### config.mk
export PLATFORM = sky130hd
export DESIGN_NAME = typed_sequence_builder_flat
export DESIGN_NICKNAME = d
export VERILOG_FILES = /design/src/rtl/typer_pkg.sv /design/src/rtl/typed_sequence_builder_if.sv /design/src/rtl/typed_char_buffer.sv /design/src/rtl/typed_sequence_builder.sv /design/src/flat_wrapper.sv
export SDC_FILE = /design/constraint.sdc
export NUM_CORES = 1
export LEC_CHECK = 0
export BUFFER_PORTS_ARGS = -buffer_cell sky130_fd_sc_hd__buf_2
export CORE_MARGIN = 1
export CORE_UTILIZATION = 50
export CTS_BUF_LIST = sky130_fd_sc_hd__clkbuf_4
export CTS_CLUSTER_DIAMETER = 60
export DETAILED_ROUTE_END_ITERATION = 7
export HOLD_SLACK_MARGIN = 0.15
export MAX_ROUTING_LAYER = met4
export PLACE_DENSITY = 0.78
export SYNTH_ARGS = -nofsm -noshare
export SYNTH_HDL_FRONTEND = slang
export SYNTH_SLANG_ARGS = --single-unit
### constraint.sdc
create_clock -name clk -period 5.3 [get_ports clk]
set_input_delay 0.265 -clock clk [delete_from_list [all_inputs] [get_ports clk]]
set_output_delay 0.265 -clock clk [all_outputs]
set_load 0.01 [all_outputs]
### src/rtl/typer_pkg.sv
// Shared constants and plot-FSM encoding for the typed-sequence builder.
package typer_pkg;

  localparam int MAX_CHARS = 12;
  localparam int SEQ_W     = 8 * MAX_CHARS;
  localparam int CNT_W     = 4;

  localparam logic [7:0] ASCII_BKSP  = 8'h08;
  localparam logic [7:0] ASCII_ENTER = 8'h0D;
  localparam logic [7:0] ASCII_MIN   = 8'h20;
  localparam logic [7:0] ASCII_MAX   = 8'h7E;

  typedef enum logic [2:0] {
    IDLE     = 3'd0,
    CLR_REQ  = 3'd1,
    CLR_WAIT = 3'd2,
    DRW_REQ  = 3'd3,
    DRW_WAIT = 3'd4
  } plot_state_t;

  function automatic logic is_printable(input logic [7:0] c);
    return (c >= ASCII_MIN) && (c <= ASCII_MAX);
  endfunction

endpackage

### src/rtl/typed_sequence_builder_if.sv
// Plot-sequence handshake between the line builder (master) and the drawer (slave).
interface typed_sequence_builder_if;
  import typer_pkg::*;

  logic             ready_to_plot_sequence;
  logic             plot_sequence;
  logic [SEQ_W-1:0] sequence_;
  logic [7:0]       num_char;
  logic [8:0]       x_start;
  logic [8:0]       y_start;
  logic             enable_clear;

  modport master (
    input  ready_to_plot_sequence,
    output plot_sequence, sequence_, num_char, x_start, y_start, enable_clear
  );

  modport slave (
    output ready_to_plot_sequence,
    input  plot_sequence, sequence_, num_char, x_start, y_start, enable_clear
  );

endinterface

### src/rtl/typed_char_buffer.sv
// Keystroke decode and packed line buffer: insert, backspace, enter/submit, reject.
module typed_char_buffer
  import typer_pkg::*;
(
  input  logic             clk,
  input  logic             rst_n,
  input  logic             key_valid,
  input  logic [7:0]       key_code,
  input  logic             clr_dirty,
  output logic [SEQ_W-1:0] line,
  output logic [CNT_W-1:0] count,
  output logic             dirty,
  output logic             submit_valid,
  output logic [SEQ_W-1:0] submit_seq,
  output logic [CNT_W-1:0] submit_len,
  output logic             key_rejected
);

  logic [SEQ_W-1:0] line_nx;
  logic [CNT_W-1:0] count_nx;
  logic             set_dirty;
  logic             rej_nx;
  logic             sub_nx;

  always_comb begin
    line_nx   = line;
    count_nx  = count;
    set_dirty = 1'b0;
    rej_nx    = 1'b0;
    sub_nx    = 1'b0;
    if (key_valid) begin
      if (is_printable(key_code)) begin
        if (count < CNT_W'(MAX_CHARS)) begin
          // char i lives at the top of the word, char0 in the MS byte
          for (int i = 0; i < MAX_CHARS; i++)
            if (i == int'(count)) line_nx[SEQ_W-8-8*i +: 8] = key_code;
          count_nx  = count + 1'b1;
          set_dirty = 1'b1;
        end else begin
          rej_nx = 1'b1;
        end
      end else if (key_code == ASCII_BKSP) begin
        if (count != '0) begin
          for (int i = 0; i < MAX_CHARS; i++)
            if (i == int'(count) - 1) line_nx[SEQ_W-8-8*i +: 8] = 8'h00;
          count_nx  = count - 1'b1;
          set_dirty = 1'b1;
        end else begin
          rej_nx = 1'b1;
        end
      end else if (key_code == ASCII_ENTER) begin
        sub_nx    = 1'b1;
        line_nx   = '0;
        count_nx  = '0;
        set_dirty = 1'b1;
      end else begin
        rej_nx = 1'b1;
      end
    end
  end

  always_ff @(posedge clk) begin
    if (!rst_n) begin
      line         <= '0;
      count        <= '0;
      dirty        <= 1'b0;
      submit_valid <= 1'b0;
      submit_seq   <= '0;
      submit_len   <= '0;
      key_rejected <= 1'b0;
    end else begin
      line         <= line_nx;
      count        <= count_nx;
      // a fresh edit wins over the snapshot clearing the flag
      dirty        <= set_dirty | (dirty & ~clr_dirty);
      submit_valid <= sub_nx;
      key_rejected <= rej_nx;
      if (sub_nx) begin
        submit_seq <= line;
        submit_len <= count;
      end
    end
  end

endmodule

### src/rtl/typed_sequence_builder.sv
// Line builder top: erase-then-redraw plot FSM driving the sequence drawer.
module typed_sequence_builder
  import typer_pkg::*;
#(
  parameter logic [8:0] X_ORIGIN   = 9'd16,
  parameter logic [8:0] Y_ORIGIN   = 9'd200,
  parameter int         PLOT_GUARD = 2
) (
  input  logic                      clk,
  input  logic                      rst_n,
  input  logic                      key_valid,
  input  logic [7:0]                key_code,
  typed_sequence_builder_if.master  plot,
  output logic                      submit_valid,
  output logic [SEQ_W-1:0]          submit_seq,
  output logic [CNT_W-1:0]          submit_len,
  output logic                      key_rejected
);

  localparam int GW = (PLOT_GUARD < 1) ? 1 : $clog2(PLOT_GUARD + 1);

  plot_state_t      state, state_nx;
  logic [GW-1:0]    guard;
  logic             snap_taken;
  logic [SEQ_W-1:0] drawn_seq;
  logic [CNT_W-1:0] drawn_cnt;

  logic [SEQ_W-1:0] line;
  logic [CNT_W-1:0] count;
  logic             dirty;

  logic issue, issue_clear, issue_live, take_snap, load_guard;

  typed_char_buffer u_buf (
    .clk          (clk),
    .rst_n        (rst_n),
    .key_valid    (key_valid),
    .key_code     (key_code),
    .clr_dirty    (take_snap),
    .line         (line),
    .count        (count),
    .dirty        (dirty),
    .submit_valid (submit_valid),
    .submit_seq   (submit_seq),
    .submit_len   (submit_len),
    .key_rejected (key_rejected)
  );

  assign plot.x_start = X_ORIGIN;
  assign plot.y_start = Y_ORIGIN;

  always_comb begin
    state_nx    = state;
    issue       = 1'b0;
    issue_clear = 1'b0;
    issue_live  = 1'b0;
    take_snap   = 1'b0;
    load_guard  = 1'b0;
    case (state)
      IDLE: if (dirty) state_nx = CLR_REQ;
      CLR_REQ: begin
        // nothing on screen yet: never hand the drawer an empty erase
        if (drawn_cnt == '0) begin
          state_nx = DRW_REQ;
        end else if (plot.ready_to_plot_sequence) begin
          issue       = 1'b1;
          issue_clear = 1'b1;
          load_guard  = 1'b1;
          state_nx    = CLR_WAIT;
        end
      end
      CLR_WAIT: if (guard == '0 && plot.ready_to_plot_sequence) state_nx = DRW_REQ;
      DRW_REQ: begin
        if (!snap_taken) begin
          take_snap = 1'b1;
          if (count == '0) begin
            state_nx = IDLE;
          end else if (plot.ready_to_plot_sequence) begin
            issue      = 1'b1;
            issue_live = 1'b1;
            load_guard = 1'b1;
            state_nx   = DRW_WAIT;
          end
        end else if (plot.ready_to_plot_sequence) begin
          issue      = 1'b1;
          load_guard = 1'b1;
          state_nx   = DRW_WAIT;
        end
      end
      DRW_WAIT: if (guard == '0 && plot.ready_to_plot_sequence) state_nx = IDLE;
      default: state_nx = IDLE;
    endcase
  end

  always_ff @(posedge clk) begin
    if (!rst_n) begin
      state             <= IDLE;
      guard             <= '0;
      snap_taken        <= 1'b0;
      drawn_seq         <= '0;
      drawn_cnt         <= '0;
      plot.plot_sequence <= 1'b0;
      plot.sequence_    <= '0;
      plot.num_char     <= '0;
      plot.enable_clear <= 1'b0;
    end else begin
      state <= state_nx;
      if (load_guard)      guard <= GW'(PLOT_GUARD);
      else if (guard != '0) guard <= guard - 1'b1;
      snap_taken <= (state_nx == DRW_REQ) ? (snap_taken | take_snap) : 1'b0;
      if (take_snap) begin
        drawn_seq <= line;
        drawn_cnt <= count;
      end
      plot.plot_sequence <= issue;
      if (issue) begin
        // in the snapshot cycle the live buffer is the snapshot being taken
        plot.sequence_    <= issue_live ? line : drawn_seq;
        plot.num_char     <= {{(8-CNT_W){1'b0}}, (issue_live ? count : drawn_cnt)};
        plot.enable_clear <= issue_clear;
      end
    end
  end

endmodule

### src/flat_wrapper.sv
// flat-port wrapper written by rule: the top's interface ports become plain ports
module typed_sequence_builder_flat import typer_pkg::*;
#(
  parameter logic [8:0] X_ORIGIN   = 9'd16,
  parameter logic [8:0] Y_ORIGIN   = 9'd200,
  parameter int         PLOT_GUARD = 2
)
  (clk, rst_n, key_valid, key_code, submit_valid, submit_seq, submit_len, key_rejected, plot_ready_to_plot_sequence, plot_plot_sequence, plot_sequence_, plot_num_char, plot_x_start, plot_y_start, plot_enable_clear);
  typed_sequence_builder_if plot_i ();
  input  logic clk;
  input  logic rst_n;
  input  logic key_valid;
  input  logic [7:0] key_code;
  output logic submit_valid;
  output logic [SEQ_W-1:0] submit_seq;
  output logic [CNT_W-1:0] submit_len;
  output logic key_rejected;
  input wire logic [$bits(plot_i.ready_to_plot_sequence)-1:0] plot_ready_to_plot_sequence;
  output wire logic [$bits(plot_i.plot_sequence)-1:0] plot_plot_sequence;
  output wire logic [$bits(plot_i.sequence_)-1:0] plot_sequence_;
  output wire logic [$bits(plot_i.num_char)-1:0] plot_num_char;
  output wire logic [$bits(plot_i.x_start)-1:0] plot_x_start;
  output wire logic [$bits(plot_i.y_start)-1:0] plot_y_start;
  output wire logic [$bits(plot_i.enable_clear)-1:0] plot_enable_clear;
  assign plot_i.ready_to_plot_sequence = plot_ready_to_plot_sequence;
  assign plot_plot_sequence = plot_i.plot_sequence;
  assign plot_sequence_ = plot_i.sequence_;
  assign plot_num_char = plot_i.num_char;
  assign plot_x_start = plot_i.x_start;
  assign plot_y_start = plot_i.y_start;
  assign plot_enable_clear = plot_i.enable_clear;
  typed_sequence_builder #(.X_ORIGIN(X_ORIGIN), .Y_ORIGIN(Y_ORIGIN), .PLOT_GUARD(PLOT_GUARD)) u_core (.clk(clk), .rst_n(rst_n), .key_valid(key_valid), .key_code(key_code), .plot(plot_i), .submit_valid(submit_valid), .submit_seq(submit_seq), .submit_len(submit_len), .key_rejected(key_rejected));
endmodule
==> Implementation_results.wiki, run 1 <==
{| class="wikitable"
! Metric !! Value
|-
| Run status || complete, no violations
|-
| CTS tree || yes
|-
| Predominant post-synthesis flop cell || sky130_fd_sc_hd__dfxtp_1
|-
| Number of I/O port buffers || 215
|-
| Sequential cell fraction of total power || 53.4%
|-
| VDD IR max || 0.000151 V
|-
| Internal || 4510 uW
|-
| CP max FO || 105
|-
| Min setup slack post-route || 1520 ps
|-
| Worst Setup Slack post-DPL || 1670 ps
|-
| Maxcap violations || 0
|-
| Register-to-Register Setup Slack || 1520 ps
|-
| Dominant cell type by area after synthesis || sky130_fd_sc_hd__dfxtp_1
|-
| Largest net degree at the start of global routing || 210
|-
| Final weighted congestion in routability-driven placement || 0.872
|-
| Biggest area contributors in the synthesized netlist || sky130_fd_sc_hd__dfxtp_1 52%, sky130_fd_sc_hd__nand2_1 16%, sky130_fd_sc_hd__a21boi_0 9.5%, sky130_fd_sc_hd__o21ai_0 4.2%, sky130_fd_sc_hd__a31oi_1 4.2%
|-
| Post-Syn Area per Cell || 8.27 um^2
|-
| First-pass GRT wire length || 66,200 um
|-
| Startpoint types || register
|-
| Num ports || 238
|-
| Via-per-instance ratio || 5.50
|-
| Reg clk slew, reported paths || 60 ps
|-
| H-tree depth || 3
|-
| Synth unique cells || 56
|-
| Gate power share || 4.3%
|-
| Sum of negative setup slack || 0 ps
|-
| Setup crit end || u_core.plot.sequence_[75]
|-
| Antenna violations before repair || 1
|-
| Clock skew after layout || 37.9 ps
|-
| Via count of the first global-routing pass || 13,200
|-
| Critical Path End Type || register
|-
| Worst-path cell chain || inv_1 > ha_1 > or3b_1 > nor2_1 > nor2_1 > o21a_4 > buf_12 > o21ai_0 > a31oi_1
|-
| Yosys warnings || 0
|-
| Remaining antenna violation count after routing || 0
|-
| Library cell contributing the largest single delay on the critical path || sky130_fd_sc_hd__o21a_4
|-
| Starting Density || 51.4%
|-
| Gate count after technology mapping || 1,925
|-
| Required time worst endpoint || 5910 ps
|-
| Critical path class || register to register
|-
| Launching point of the worst reg2reg path || u_core.u_buf.count[0]
|-
| CP most frequent cell || sky130_fd_sc_hd__nor2_1
|-
| Starting DRC count in detailed routing || 1,216
|-
| CORE AREA || 31,000 um^2
|-
| Switch share || 23.9%
|-
| Clk_lat worst skew || 710 ps
|-
| Reported net switching power || 1410 uW
|-
| Final count of pins violating max slew || 0
|-
| Post-detailed-route DRC marker count || 0
|-
| Data arrival time of the critical path || 4380 ps
|-
| Wire per inst || 15.9 um
|-
| Time the final worst path needs with I/O delays and setup || 3780 ps
|-
| Routed via count || 14,100
|-
| Die outline area || 32,600 um^2
|-
| Worst path max stage delay || 810 ps
|-
| FFs w/ async S/R, synth || 0%
|-
| Detailed-placement wirelength estimate || 24,900 um
|-
| Fraction of the cycle the final worst path needs || 71.2%
|-
| Layout cell share with drive strength beyond 1 || 17.8%
|-
| Highest Clock Rate || 265 MHz
|-
| Global-route congestion overflow total || 0
|-
| Launch point of the worst path || u_core.u_buf.count[0]
|-
| Leakage power || 0.00685 uW
|-
| Clock root buffer || sky130_fd_sc_hd__clkbuf_4
|-
| Slew @ Worst Pin || 1230 ps
|-
| Register area share after synthesis || 51.7%
|-
| Count of standard-cell rows || 64
|-
| Global router's overall resource usage || 25.2%
|-
| Area share of the largest cell type after synthesis || 51.7%
|-
| Vertical extent of the die || 180 um
|-
| Clock tree sinks || 411
|-
| Count of endpoints failing hold in the final timing report || 0
|-
| Flops & latches, synth || 411
|-
| Worst R2R End || u_core.plot.sequence_[75]
|-
| Final-report setup violation count || 0
|-
| Slew HR || 18.3%
|-
| PwrDens || 324 nW/um^2
|-
| Number of detailed-route iterations in the first pass || 5
|-
| CTS max path bufs || 3
|-
| Worst Reg-to-Reg Cells || 9
|-
| Clock power share || 42.2%
|-
| Setup repair after global routing missed its margin || no
|-
| Number of enable flip-flop cells after synthesis || 0
|-
| Syn-to-layout area delta || 14.7%
|-
| Class of the tightest hold or removal check || register to register
|-
| # Post-CTS Setup Buffers || 0
|-
| X dimension of the die || 180 um
|-
| Area of the mapped netlist || 15,900 um^2
|-
| Count of nets after finishing || 2,128
|-
| Clock buffers created by TritonCTS || 103
|-
| Total detailed-routing wirelength || 40,800 um
|}
[power groups by stage]
stage | logic (uW) | registers [uW] | clock network (uW)
2_1_floorplan | 200 | 3210 | 0
3_3_place_gp | 239 | 3230 | 0
3_5_place_dp | 246 | 3230 | 0
4_1_cts | 254 | 3160 | 2550
5_1_grt | 279 | 3170 | 2720
6_report | 257 | 3160 | 2500
[worst max-delay path, delay by kind of cell, from the launching register on]
kind            cells  cell delay (ps)
flops               1              660
simple gates        3              750
fa+ha+maj           1              370
buf+inv             2              590
compound gates      3             1220
[per-layer routing]
metal	global-route usage, %	share of wire [%]	up-vias
li1	-	-	6903
met1	31.8	44	6608
met2	41.1	48	494
met3	4.39	6.4	77
met4	7.83	1.8	0
met5	-	0	-
[kinds of logic (layout without fill, tap and decap cells)]
logic type      Yosys count  after routing  synth area share (%)
xor+xnor                  1              1                0.0550
compound gates          556            556                  23.2
fa+ha+maj                 8              8                 0.629
buf+inv                 179            397                  4.83
simple gates            767            767                  19.5
flops                   411            411                  51.7
mux                       1              1                0.0629
other cells               2             23                0.0472
[sequential cells by signal, indices dropped and copies added, names as in the netlist]
signal / cells
u_core.plot.enable_clear: 1
u_core.u_buf.count: 4
u_core.u_buf.submit_valid: 1
u_core.u_buf.dirty: 1
u_core.drawn_cnt: 4
u_core.u_buf.key_rejected: 1
u_core.plot.num_char: 4
u_core.state: 3
u_core.plot.sequence_: 96
u_core.guard: 2
u_core.snap_taken: 1
u_core.plot.plot_sequence: 1
u_core.drawn_seq: 96
u_core.u_buf.line: 96
u_core.u_buf.submit_len: 4
u_core.u_buf.submit_seq: 96
[how the worst min path moves through the flow]
| stage | startpoint | to | slack, ps | depth (start not counted) |
|---|---|---|---|---|
| finish | u_core.guard[0] | u_core.guard[0] | 440 | 1 |
| CTS | key_code[3] | u_core.u_buf.line[91] | 410 | 4 |
| global route | key_code[3] | u_core.u_buf.line[91] | 460 | 4 |
| global placement | u_core.guard[0] | u_core.guard[0] | 430 | 1 |
| detailed placement | u_core.guard[0] | u_core.guard[0] | 440 | 1 |
| floorplan | key_code[7] | u_core.u_buf.submit_valid | 340 | 1 |
[what timing repair did]
action | in CTS | in global routing
resized for setup | 0 | 0
hold buffers | 15 | 0
hold endpoints to repair | 178 | 0
[cells in the mapped netlist, types with 3 or more instances]
library cell	n
sky130_fd_sc_hd__a21boi_0	202
sky130_fd_sc_hd__a21oi_1	31
sky130_fd_sc_hd__a31oi_1	106
sky130_fd_sc_hd__a32o_1	4
sky130_fd_sc_hd__and2_1	6
sky130_fd_sc_hd__and3_1	7
sky130_fd_sc_hd__buf_1	4
sky130_fd_sc_hd__buf_2	5
sky130_fd_sc_hd__buf_4	22
sky130_fd_sc_hd__clkbuf_1	144
sky130_fd_sc_hd__dfxtp_1	411
sky130_fd_sc_hd__ha_1	8
sky130_fd_sc_hd__inv_1	3
sky130_fd_sc_hd__nand2_1	665
sky130_fd_sc_hd__nand3_1	14
sky130_fd_sc_hd__nand4_1	15
sky130_fd_sc_hd__nor2_1	32
sky130_fd_sc_hd__nor2b_1	4
sky130_fd_sc_hd__nor3_4	3
sky130_fd_sc_hd__nor4b_1	5
sky130_fd_sc_hd__o21ai_0	134
sky130_fd_sc_hd__o22ai_1	23
sky130_fd_sc_hd__o2bb2ai_1	33
sky130_fd_sc_hd__o31a_1	4
[final cells by class]
cell class | count | area (um^2)
Multi-Input combinational cell | 1355 | 7050
Clock buffer | 141 | 1060
Sequential cell | 411 | 8230
Tap cell | 396 | 495
Antenna cell | 1 | 2.50
Timing Repair Buffer | 234 | 1290
Inverter | 3 | 11.3
Clock inverter | 19 | 125
Fill cell | 2755 | 12700
[placed cells by master (no fill, tap or decap), types with 22 or more instances in the layout]
master / instances
sky130_fd_sc_hd__a21boi_0: 202
sky130_fd_sc_hd__a21oi_1: 31
sky130_fd_sc_hd__a31oi_1: 106
sky130_fd_sc_hd__buf_2: 214
sky130_fd_sc_hd__clkbuf_4: 141
sky130_fd_sc_hd__conb_1: 22
sky130_fd_sc_hd__dfxtp_1: 411
sky130_fd_sc_hd__nand2_1: 665
sky130_fd_sc_hd__nor2_1: 31
sky130_fd_sc_hd__o21ai_0: 134
sky130_fd_sc_hd__o22ai_1: 23
sky130_fd_sc_hd__o2bb2ai_1: 33
[stage by stage]
step | total power (uW) | hold slack (ps) | instance area [um^2] | utilization (%) | std cells
floorplan | 3410 | 342 | 16000 | - | 1945
global placement | 3470 | 429 | 16900 | 54.6 | 2384
detailed placement | 3480 | 439 | 16900 | 54.6 | 2384
CTS | 5970 | 405 | 18300 | 58.9 | 2559
global route | 6160 | 464 | 18300 | 58.9 | 2560
finish | 5920 | 445 | 18300 | 58.9 | 2560
No activity file was read; power rests on OpenSTA's default activity.
==> run 2: changes to the inputs <==
PLACE_DENSITY = 0.81   (was 0.78)
clock period = 3.3 ns   (was 5.3 ns; I/O delays follow)
==> run 2 against run 1 <==
Compared with the run above:
- die area is the same
- total power is 63% higher
- hold slack lost 51 ps
- sequential power rose by 61%
- non-clock buffer count rose by 29
- sequential share of layout area shrank 0.83 points
- global-route usage increased by 0.87 points
- design area up 1.9%
- clock power rose by 66%
- cell count is 1.4% higher
- register-to-register slack worse by 1200 ps
- largest cell class unchanged
==> Implementation_results.wiki, run 2 (same netlist as run 1, synthesis figures left out) <==
{| class="wikitable"
! Metric !! Value
|-
| Detailed-placement wirelength estimate || 26,700 um (was 24,900 um)
|-
| Sequential cell fraction of total power || 52.6% (was 53.4%)
|-
| Global router's overall resource usage || 26.1% (was 25.2%)
|-
| Largest net degree at the start of global routing || 183 (was 210)
|-
| Count of cells along the worst hold path || 4 (was 1)
|-
| Multi-input combinational cell area || 7050 um^2 (unchanged)
|-
| Vertical extent of the die || 180 um (unchanged)
|-
| Gate power share || 4.5% (was 4.3%)
|-
| Library cell contributing the largest single delay on the critical path || sky130_fd_sc_hd__dlygate4sd3_1 (was sky130_fd_sc_hd__o21a_4)
|-
| Number of detailed-route iterations in the first pass || 6 (was 5)
|-
| Clock power share || 42.9% (was 42.2%)
|-
| Routed via count || 14,300 (was 14,100)
|-
| Final weighted congestion in routability-driven placement || 0.891 (was 0.872)
|-
| Via count of the first global-routing pass || 13,500 (was 13,200)
|-
| Switch share || 23.8% (was 23.9%)
|-
| Register Area || 8230 um^2 (about the same)
|-
| Final-report setup violation count || 0 (unchanged)
|-
| Run status || complete, no violations (unchanged)
|-
| Count of standard-cell rows || 64 (unchanged)
|-
| X dimension of the die || 180 um (unchanged)
|-
| Critical path class || register to register (unchanged)
|-
| Count of nets after finishing || 2,158 (was 2,128)
|-
| Setup repair after global routing missed its margin || no (unchanged)
|-
| Wire per inst || 16.4 um (was 15.9 um)
|-
| Total detailed-routing wirelength || 42,600 um (was 40,800 um)
|-
| Internal || 7350 uW (was 4510 uW)
|-
| Leakage power || 0.00703 uW (was 0.00685 uW)
|-
| Launching point of the worst reg2reg path || u_core.u_buf.count[0] (unchanged)
|-
| Final count of pins violating max slew || 0 (unchanged)
|-
| Antenna violations before repair || 1 (unchanged)
|-
| PwrDens || 518 nW/um^2 (was 324 nW/um^2)
|-
| Worst-path cell chain || inv_1 > ha_1 > or4_1 > nand2_1 > nand3_1 > a221oi_2 > buf_4 > nand4_1 > o21ai_0 > dlygate4sd3_1 (was inv_1 > ha_1 > or3b_1 > nor2_1 > nor2_1 > o21a_4 > buf_12 > o21ai_0 > a31oi_1)
|-
| Num ports || 238 (unchanged)
|-
| Global-route congestion overflow total || 0 (unchanged)
|-
| Cell count after placement || 2,409 (was 2,384)
|-
| Starting DRC count in detailed routing || 1,106 (was 1,216)
|-
| Clock tree sinks || 411 (unchanged)
|-
| End point of the worst hold path || u_core.u_buf.line[62] (was u_core.guard[0])
|-
| Syn-to-layout area delta || 16.9% (was 14.7%)
|-
| VDD IR max || 0.000243 V (was 0.000151 V)
|-
| Worst Setup Slack post-DPL || 304 ps (was 1670 ps)
|-
| Worst R2R End || u_core.u_buf.line[91] (was u_core.plot.sequence_[75])
|-
| Most frequent cells in the layout || 665 x sky130_fd_sc_hd__nand2_1, 409 x sky130_fd_sc_hd__dfxtp_1, 214 x sky130_fd_sc_hd__buf_2, 202 x sky130_fd_sc_hd__a21boi_0, 156 x sky130_fd_sc_hd__clkbuf_4 (was 665 x sky130_fd_sc_hd__nand2_1, 411 x sky130_fd_sc_hd__dfxtp_1, 214 x sky130_fd_sc_hd__buf_2, 202 x sky130_fd_sc_hd__a21boi_0, 141 x sky130_fd_sc_hd__clkbuf_4)
|-
| Clock root buffer || sky130_fd_sc_hd__clkbuf_4 (unchanged)
|-
| Starting Density || 51.4% (unchanged)
|-
| Clock skew after layout || 26.9 ps (was 37.9 ps)
|-
| Count of endpoints failing hold in the final timing report || 0 (unchanged)
|-
| Clock buffers created by TritonCTS || 104 (was 103)
|-
| Most common library cell in the layout ignoring fill and taps || sky130_fd_sc_hd__nand2_1 (unchanged)
|-
| Worst Reg-to-Reg Cells || 10 (was 9)
|-
| Register-to-Register Setup Slack || 300 ps (was 1520 ps)
|-
| Slew @ Worst Pin || 869 ps (was 1230 ps)
|-
| Remaining antenna violation count after routing || 0 (unchanged)
|-
| Hold Path Origin || key_code[6] (was u_core.guard[0])
|-
| Maxcap violations || 0 (unchanged)
|-
| Time the final worst path needs with I/O delays and setup || 3000 ps (was 3780 ps)
|-
| Class of the tightest hold or removal check || input port to register (was register to register)
|-
| First-pass GRT wire length || 67,500 um (was 66,200 um)
|-
| Post-detailed-route DRC marker count || 0 (unchanged)
|-
| Final core area utilization || 60.1% (was 58.9%)
|-
| Die outline area || 32,600 um^2 (unchanged)
|-
| H-tree depth || 3 (unchanged)
|-
| Number of filler cells placed in the layout || 2,727 (was 2,755)
|-
| CP max FO || 15 (was 105)
|-
| Required time worst endpoint || 3960 ps (was 5910 ps)
|-
| Sum of negative setup slack || 0 ps (unchanged)
|-
| Slew HR || 42.0% (was 18.3%)
|-
| Number of I/O port buffers || 215 (unchanged)
|-
| Via-per-instance ratio || 5.52 (was 5.50)
|-
| Layout cell share with drive strength beyond 1 || 19.4% (was 17.8%)
|-
| Worst path max stage delay || 570 ps (was 810 ps)
|-
| Non-filler instance count after layout || 2,597 (was 2,560)
|-
| Highest Clock Rate || 333 MHz (was 265 MHz)
|-
| Data arrival time of the critical path || 3670 ps (was 4380 ps)
|-
| CTS max path bufs || 3 (unchanged)
|-
| Startpoint types || register (unchanged)
|-
| Clk_lat worst skew || 720 ps (was 710 ps)
|-
| CORE AREA || 31,000 um^2 (unchanged)
|-
| CTS tree || yes (unchanged)
|-
| Min setup slack post-route || 295 ps (was 1520 ps)
|-
| Reg clk slew, reported paths || 60 ps (about the same)
|-
| Reported net switching power || 2300 uW (was 1410 uW)
|-
| Fraction of the cycle the final worst path needs || 91.0% (was 71.2%)
|-
| Critical Path End Type || register (unchanged)
|}
-- run 2: cell types whose count changed in the layout (fill, tap and decap cells not counted), sizes merged, moves of 2 or more --
| cell | previous run | this run |
|---|---|---|
| buf | 219 | 244 |
| dlygate4sd3 | 15 | 19 |
| clkinvlp | 0 | 2 |
| clkinv | 14 | 6 |
| clkbuf | 141 | 156 |
-- run 2: critical path: cells and delay by family, from the launching register on --
kind,cells,cell delay (ps)
buf+inv,3,950
fa+ha+maj,1,340
simple gates,4,830
flops,1,450
compound gates,2,380
-- run 2: power by group through the flow --
stage               Sequential (uW)  Clock [uW]  Combinational (uW)
floorplan                      5160           0                 321
global placement               5180           0                 401
detailed placement             5190           0                 409
global route                   5080        4510                 469
CTS                            5080        4240                 425
finish                         5080        4140                 431
-- run 2: what timing repair did --
action / 4_1_cts / 5_1_grt
hold endpoints to repair: 202 / 0
buffers inserted: 0 / 0
hold buffers: 19 / 0
endpoints found under the setup margin: 0 / 3
resized for setup: 0 / 3
-- run 2: layout make-up --
type	instances	share of cell area, %
sequential	411	44.2
multi-input combinational	1355	37.9
timing repair buffer	263	8.43
clock buffer	156	6.29
tap	396	2.66
clock inverter	11	0.417
inverter	3	0.0605
antenna	2	0.0269
-- run 2: metrics by stage --
step	hold slack [ps]	power [uW]	area (um^2)
floorplan	242	5480	16000
global placement	427	5590	17200
detailed placement	436	5590	17200
CTS	335	9740	18600
global route	372	10100	18600
finish	393	9650	18600
-- run 2: worst max-delay path by stage --
| stage | from | end | slack, ps | cells past startpoint |
|---|---|---|---|---|
| global route | u_core.u_buf.count[0] | u_core.u_buf.line[91] | 110 | 10 |
| CTS | u_core.u_buf.count[0] | u_core.u_buf.line[94] | 110 | 10 |
| finish | u_core.u_buf.count[0] | u_core.u_buf.line[91] | 300 | 10 |
| global placement | u_core.u_buf.count[0] | u_core.plot.sequence_[0] | 490 | 9 |
| detailed placement | u_core.u_buf.count[0] | u_core.plot.sequence_[8] | 300 | 9 |
| floorplan | u_core.u_buf.count[0] | u_core.u_buf.line[90] | 590 | 11 |
-- run 2: metal layers --
metal / up-vias / share of wire [%] / wire length [um] / global-route usage (%)
met5: - / 0 / 0 / -
met4: 0 / 3.2 / 1340 / 11.9
met3: 103 / 6.3 / 2690 / 4.53
met2: 550 / 47 / 20200 / 42.7
met1: 6718 / 43 / 18400 / 31.4
li1: 6969 / - / - / -
==> run 3: changes to the inputs <==
PLACE_DENSITY = 0.78   (was 0.81)
SYNTH_HIERARCHICAL = 1   (was unset)
clock period = 3.66 ns   (was 3.3 ns; I/O delays follow)
==> run 3 against run 2 <==
Compared with the run above:
- flip-flop and latch count did not move
- sequential power fell by 11%
- wire length fell by 3.5%
- sequential share of layout area rose by 0.070 points
- critical path type unchanged
- critical path depth fell by 4
- critical endpoint is now u_core/u_buf/line[13]
==> Implementation_results.wiki, run 3 <==
{| class="wikitable"
! Metric !! Value
|-
| Non-filler instance count after layout || 2,445 (was 2,597)
|-
| Biggest area contributors in the synthesized netlist || sky130_fd_sc_hd__dfxtp_1 51%, sky130_fd_sc_hd__nand2_1 11%, sky130_fd_sc_hd__mux2i_1 10%, sky130_fd_sc_hd__o2bb2ai_1 5.5%, sky130_fd_sc_hd__a21boi_1 4.7% (was sky130_fd_sc_hd__dfxtp_1 52%, sky130_fd_sc_hd__nand2_1 16%, sky130_fd_sc_hd__a21boi_0 9.5%, sky130_fd_sc_hd__o21ai_0 4.2%, sky130_fd_sc_hd__a31oi_1 4.2%)
|-
| Startpoint types || register (unchanged)
|-
| Dominant cell type by area after synthesis || sky130_fd_sc_hd__dfxtp_1 (unchanged)
|-
| Detailed-placement wirelength estimate || 25,400 um (was 26,700 um)
|-
| Global-route congestion overflow total || 0 (unchanged)
|-
| Most common library cell in the layout ignoring fill and taps || sky130_fd_sc_hd__nand2_1 (unchanged)
|-
| Via-per-instance ratio || 5.46 (was 5.52)
|-
| Count of standard-cell rows || 65 (was 64)
|-
| Final-report setup violation count || 0 (unchanged)
|-
| Worst Setup Slack post-DPL || 772 ps (was 304 ps)
|-
| Yosys warnings || 6 (was 0)
|-
| Most frequent cells in the layout || 486 x sky130_fd_sc_hd__nand2_1, 411 x sky130_fd_sc_hd__dfxtp_1, 214 x sky130_fd_sc_hd__buf_2, 163 x sky130_fd_sc_hd__mux2i_1, 146 x sky130_fd_sc_hd__a21oi_1 (was 665 x sky130_fd_sc_hd__nand2_1, 409 x sky130_fd_sc_hd__dfxtp_1, 214 x sky130_fd_sc_hd__buf_2, 202 x sky130_fd_sc_hd__a21boi_0, 156 x sky130_fd_sc_hd__clkbuf_4)
|-
| Gate count after technology mapping || 1,746 (was 1,925)
|-
| Clock root buffer || sky130_fd_sc_hd__clkbuf_4 (unchanged)
|-
| CTS tree || yes (unchanged)
|-
| Finished layout cell area || 18,600 um^2 (about the same)
|-
| Clock tree sinks || 411 (unchanged)
|-
| Routed via count || 13,300 (was 14,300)
|-
| Post-detailed-route DRC marker count || 0 (unchanged)
|-
| Wire per inst || 16.8 um (was 16.4 um)
|-
| Flops & latches, synth || 411 (unchanged)
|-
| Number of filler cells placed in the layout || 2,789 (was 2,727)
|-
| Clock skew after layout || 58.2 ps (was 26.9 ps)
|-
| Fraction of the cycle the final worst path needs || 80.5% (was 91.0%)
|-
| Slew HR || 24.0% (was 42.0%)
|-
| Largest net degree at the start of global routing || 102 (was 183)
|-
| CP max FO || 20 (was 15)
|-
| Final core area utilization || 58.6% (was 60.1%)
|-
| Vertical extent of the die || 182 um (was 180 um)
|-
| Launching point of the worst reg2reg path || u_core/u_buf/count[2] (was u_core.u_buf.count[0])
|-
| Worst R2R End || u_core/u_buf/line[13] (was u_core.u_buf.line[91])
|-
| Most frequent cells after synthesis || 487 x sky130_fd_sc_hd__nand2_1, 411 x sky130_fd_sc_hd__dfxtp_1, 163 x sky130_fd_sc_hd__mux2i_1 (was 665 x sky130_fd_sc_hd__nand2_1, 411 x sky130_fd_sc_hd__dfxtp_1, 202 x sky130_fd_sc_hd__a21boi_0)
|-
| Starting DRC count in detailed routing || 975 (was 1,106)
|-
| Syn-to-layout area delta || 14.7% (was 16.9%)
|-
| Clock buffers created by TritonCTS || 102 (was 104)
|-
| Setup repair after global routing missed its margin || no (unchanged)
|-
| First-pass GRT wire length || 65,900 um (was 67,500 um)
|-
| CTS max path bufs || 3 (unchanged)
|-
| Worst Reg-to-Reg Cells || 6 (was 10)
|-
| X dimension of the die || 182 um (was 180 um)
|-
| Count of endpoints failing hold in the final timing report || 0 (unchanged)
|-
| Via count of the first global-routing pass || 12,800 (was 13,500)
|-
| Predominant post-synthesis flop cell || sky130_fd_sc_hd__dfxtp_1 (unchanged)
|-
| Number of I/O port buffers || 215 (unchanged)
|-
| Area of the mapped netlist || 16,200 um^2 (was 15,900 um^2)
|-
| End point of the worst hold path || u_core/u_buf/line[22] (was u_core.u_buf.line[62])
|-
| Count of nets after finishing || 1,984 (was 2,158)
|-
| Class of the tightest hold or removal check || input port to register (unchanged)
|-
| Reg clk slew, reported paths || 70 ps (was 60 ps)
|-
| Area share of the largest cell type after synthesis || 50.8% (was 51.7%)
|-
| Number of enable flip-flop cells after synthesis || 0 (unchanged)
|-
| Register area share after synthesis || 50.8% (was 51.7%)
|-
| Launch point of the worst path || u_core/u_buf/count[2] (was u_core.u_buf.count[0])
|-
| Antenna violations before repair || 1 (unchanged)
|-
| H-tree depth || 3 (unchanged)
|-
| Layout cell share with drive strength beyond 1 || 20.0% (was 19.4%)
|-
| Critical path class || register to register (unchanged)
|-
| FFs w/ async S/R, synth || 0% (unchanged)
|-
| Synth unique cells || 65 (was 56)
|-
| Num ports || 238 (unchanged)
|-
| Number of detailed-route iterations in the first pass || 7 (was 6)
|-
| Post-Syn Area per Cell || 9.27 um^2 (was 8.27 um^2)
|-
| Remaining antenna violation count after routing || 0 (unchanged)
|-
| Final weighted congestion in routability-driven placement || 0.879 (was 0.891)
|-
| Data arrival time of the critical path || 3590 ps (was 3670 ps)
|-
| Clk_lat worst skew || 740 ps (was 720 ps)
|-
| Run status || complete, no violations (unchanged)
|-
| Cell count after placement || 2,249 (was 2,409)
|-
| Min setup slack post-route || 714 ps (was 295 ps)
|-
| Slew @ Worst Pin || 1140 ps (was 869 ps)
|-
| Count of cells along the worst hold path || 4 (unchanged)
|-
| PwrDens || 460 nW/um^2 (was 518 nW/um^2)
|-
| Leakage power || 0.00713 uW (was 0.00703 uW)
|-
| Sum of negative setup slack || 0 ps (unchanged)
|-
| Global router's overall resource usage || 25.3% (was 26.1%)
|-
| Highest Clock Rate || 339 MHz (was 333 MHz)
|-
| Placed cell areas || 17,200 um^2 (about the same)
|-
| VDD IR max || 0.000281 V (was 0.000243 V)
|-
| Final count of pins violating max slew || 0 (unchanged)
|-
| Starting Density || 51.0% (was 51.4%)
|-
| Register-to-Register Setup Slack || 710 ps (was 300 ps)
|-
| Cell with the most instances after synthesis || sky130_fd_sc_hd__nand2_1 (unchanged)
|-
| Total detailed-routing wirelength || 41,100 um (was 42,600 um)
|-
| Total of cells resized after clock tree synthesis || 0 (unchanged)
|-
| CORE AREA || 31,700 um^2 (was 31,000 um^2)
|-
| Die outline area || 33,100 um^2 (was 32,600 um^2)
|-
| Maxcap violations || 0 (unchanged)
|-
| Hold Path Origin || rst_n (was key_code[6])
|-
| Time the final worst path needs with I/O delays and setup || 2950 ps (was 3000 ps)
|-
| Critical Path End Type || register (unchanged)
|-
| Required time worst endpoint || 4300 ps (was 3960 ps)
|}
[run 3: cell count changes in the layout (fill, tap and decap cells not counted), sizes merged, moves of 69 or more]
cell,delta
a21boi,-99
a21oi,+114
a31oi,-105
mux2i,+162
nand2,-178
o21ai,-102
o2bb2ai,+69
[run 3: where the power goes]
group | leakage [uW] | internal (uW) | switching (uW)
Clock | 0.000741 | 1860 | 1810
Sequential | 0.00331 | 4490 | 26.7
Combinational | 0.00308 | 102 | 245
Total | 0.00713 | 6460 | 2080
[run 3: area by class of cell]
| type | instances | area (um^2) | share of cell area (%) |
|---|---|---|---|
| Sequential cell | 411 | 8230 | 44.3 |
| Inverter | 9 | 37.5 | 0.202 |
| Antenna cell | 1 | 2.50 | 0.0135 |
| Tap cell | 402 | 503 | 2.71 |
| Multi-Input combinational cell | 1190 | 7130 | 38.4 |
| Timing Repair Buffer | 251 | 1420 | 7.65 |
| Clock buffer | 141 | 1060 | 5.70 |
| Clock inverter | 40 | 195 | 1.05 |
[run 3: how the worst max path moves through the flow]
stage,endpoint,slack (ps),cells after the start
6_report,u_core/u_buf/line[13],710,6
3_5_place_dp,u_core/u_buf/line[13],770,7
3_3_place_gp,u_core/u_buf/line[95],830,7
5_1_grt,u_core/u_buf/line[13],560,6
4_1_cts,u_core/u_buf/line[13],770,6
2_1_floorplan,u_core/u_buf/line[55],1160,9
[run 3: layer usage]
metal | part of all wire (%) | up-vias | wire length, um | GRT usage [%]
met2 | 47 | 492 | 19200 | 40.5
li1 | - | 6442 | - | -
met3 | 6.5 | 73 | 2660 | 5.23
met5 | 0 | - | 0 | -
met1 | 45 | 6335 | 18600 | 32.2
met4 | 1.7 | 0 | 683 | 7.50
[run 3: kinds of logic after synthesis]
logic type | Yosys count | synth area share [%]
and+or+nand+nor | 581 | 15.0
AOI/OAI and AO/OA | 416 | 17.7
DFF | 411 | 50.8
buffers and inverters | 165 | 5.80
muxes | 163 | 10.1
adders and majority gates | 7 | 0.541
other | 2 | 0.0464
xor gates and xnor gates | 1 | 0.0541
[run 3: critical path, stage by stage, from the launching register on]
cell	delay [ps]
sky130_fd_sc_hd__dfxtp_1	700
sky130_fd_sc_hd__nor2_1	240
sky130_fd_sc_hd__a41oi_1	410
sky130_fd_sc_hd__a21bo_1	450
sky130_fd_sc_hd__buf_4	290
sky130_fd_sc_hd__a211oi_4	470
sky130_fd_sc_hd__mux2i_1	280
[run 3: what timing repair did]
action / in CTS / in global routing
hold buffers: 14 / 0
setup buffers: 0 / 0
hold endpoints to repair: 62 / 0
[run 3: stage by stage]
step | hold slack (ps) | total power [uW]
after CTS | 360 | 8640
after detailed placement | 441 | 4950
after global routing | 394 | 8920
after floorplan | 326 | 4880
after global placement | 439 | 4950
final | 415 | 8540
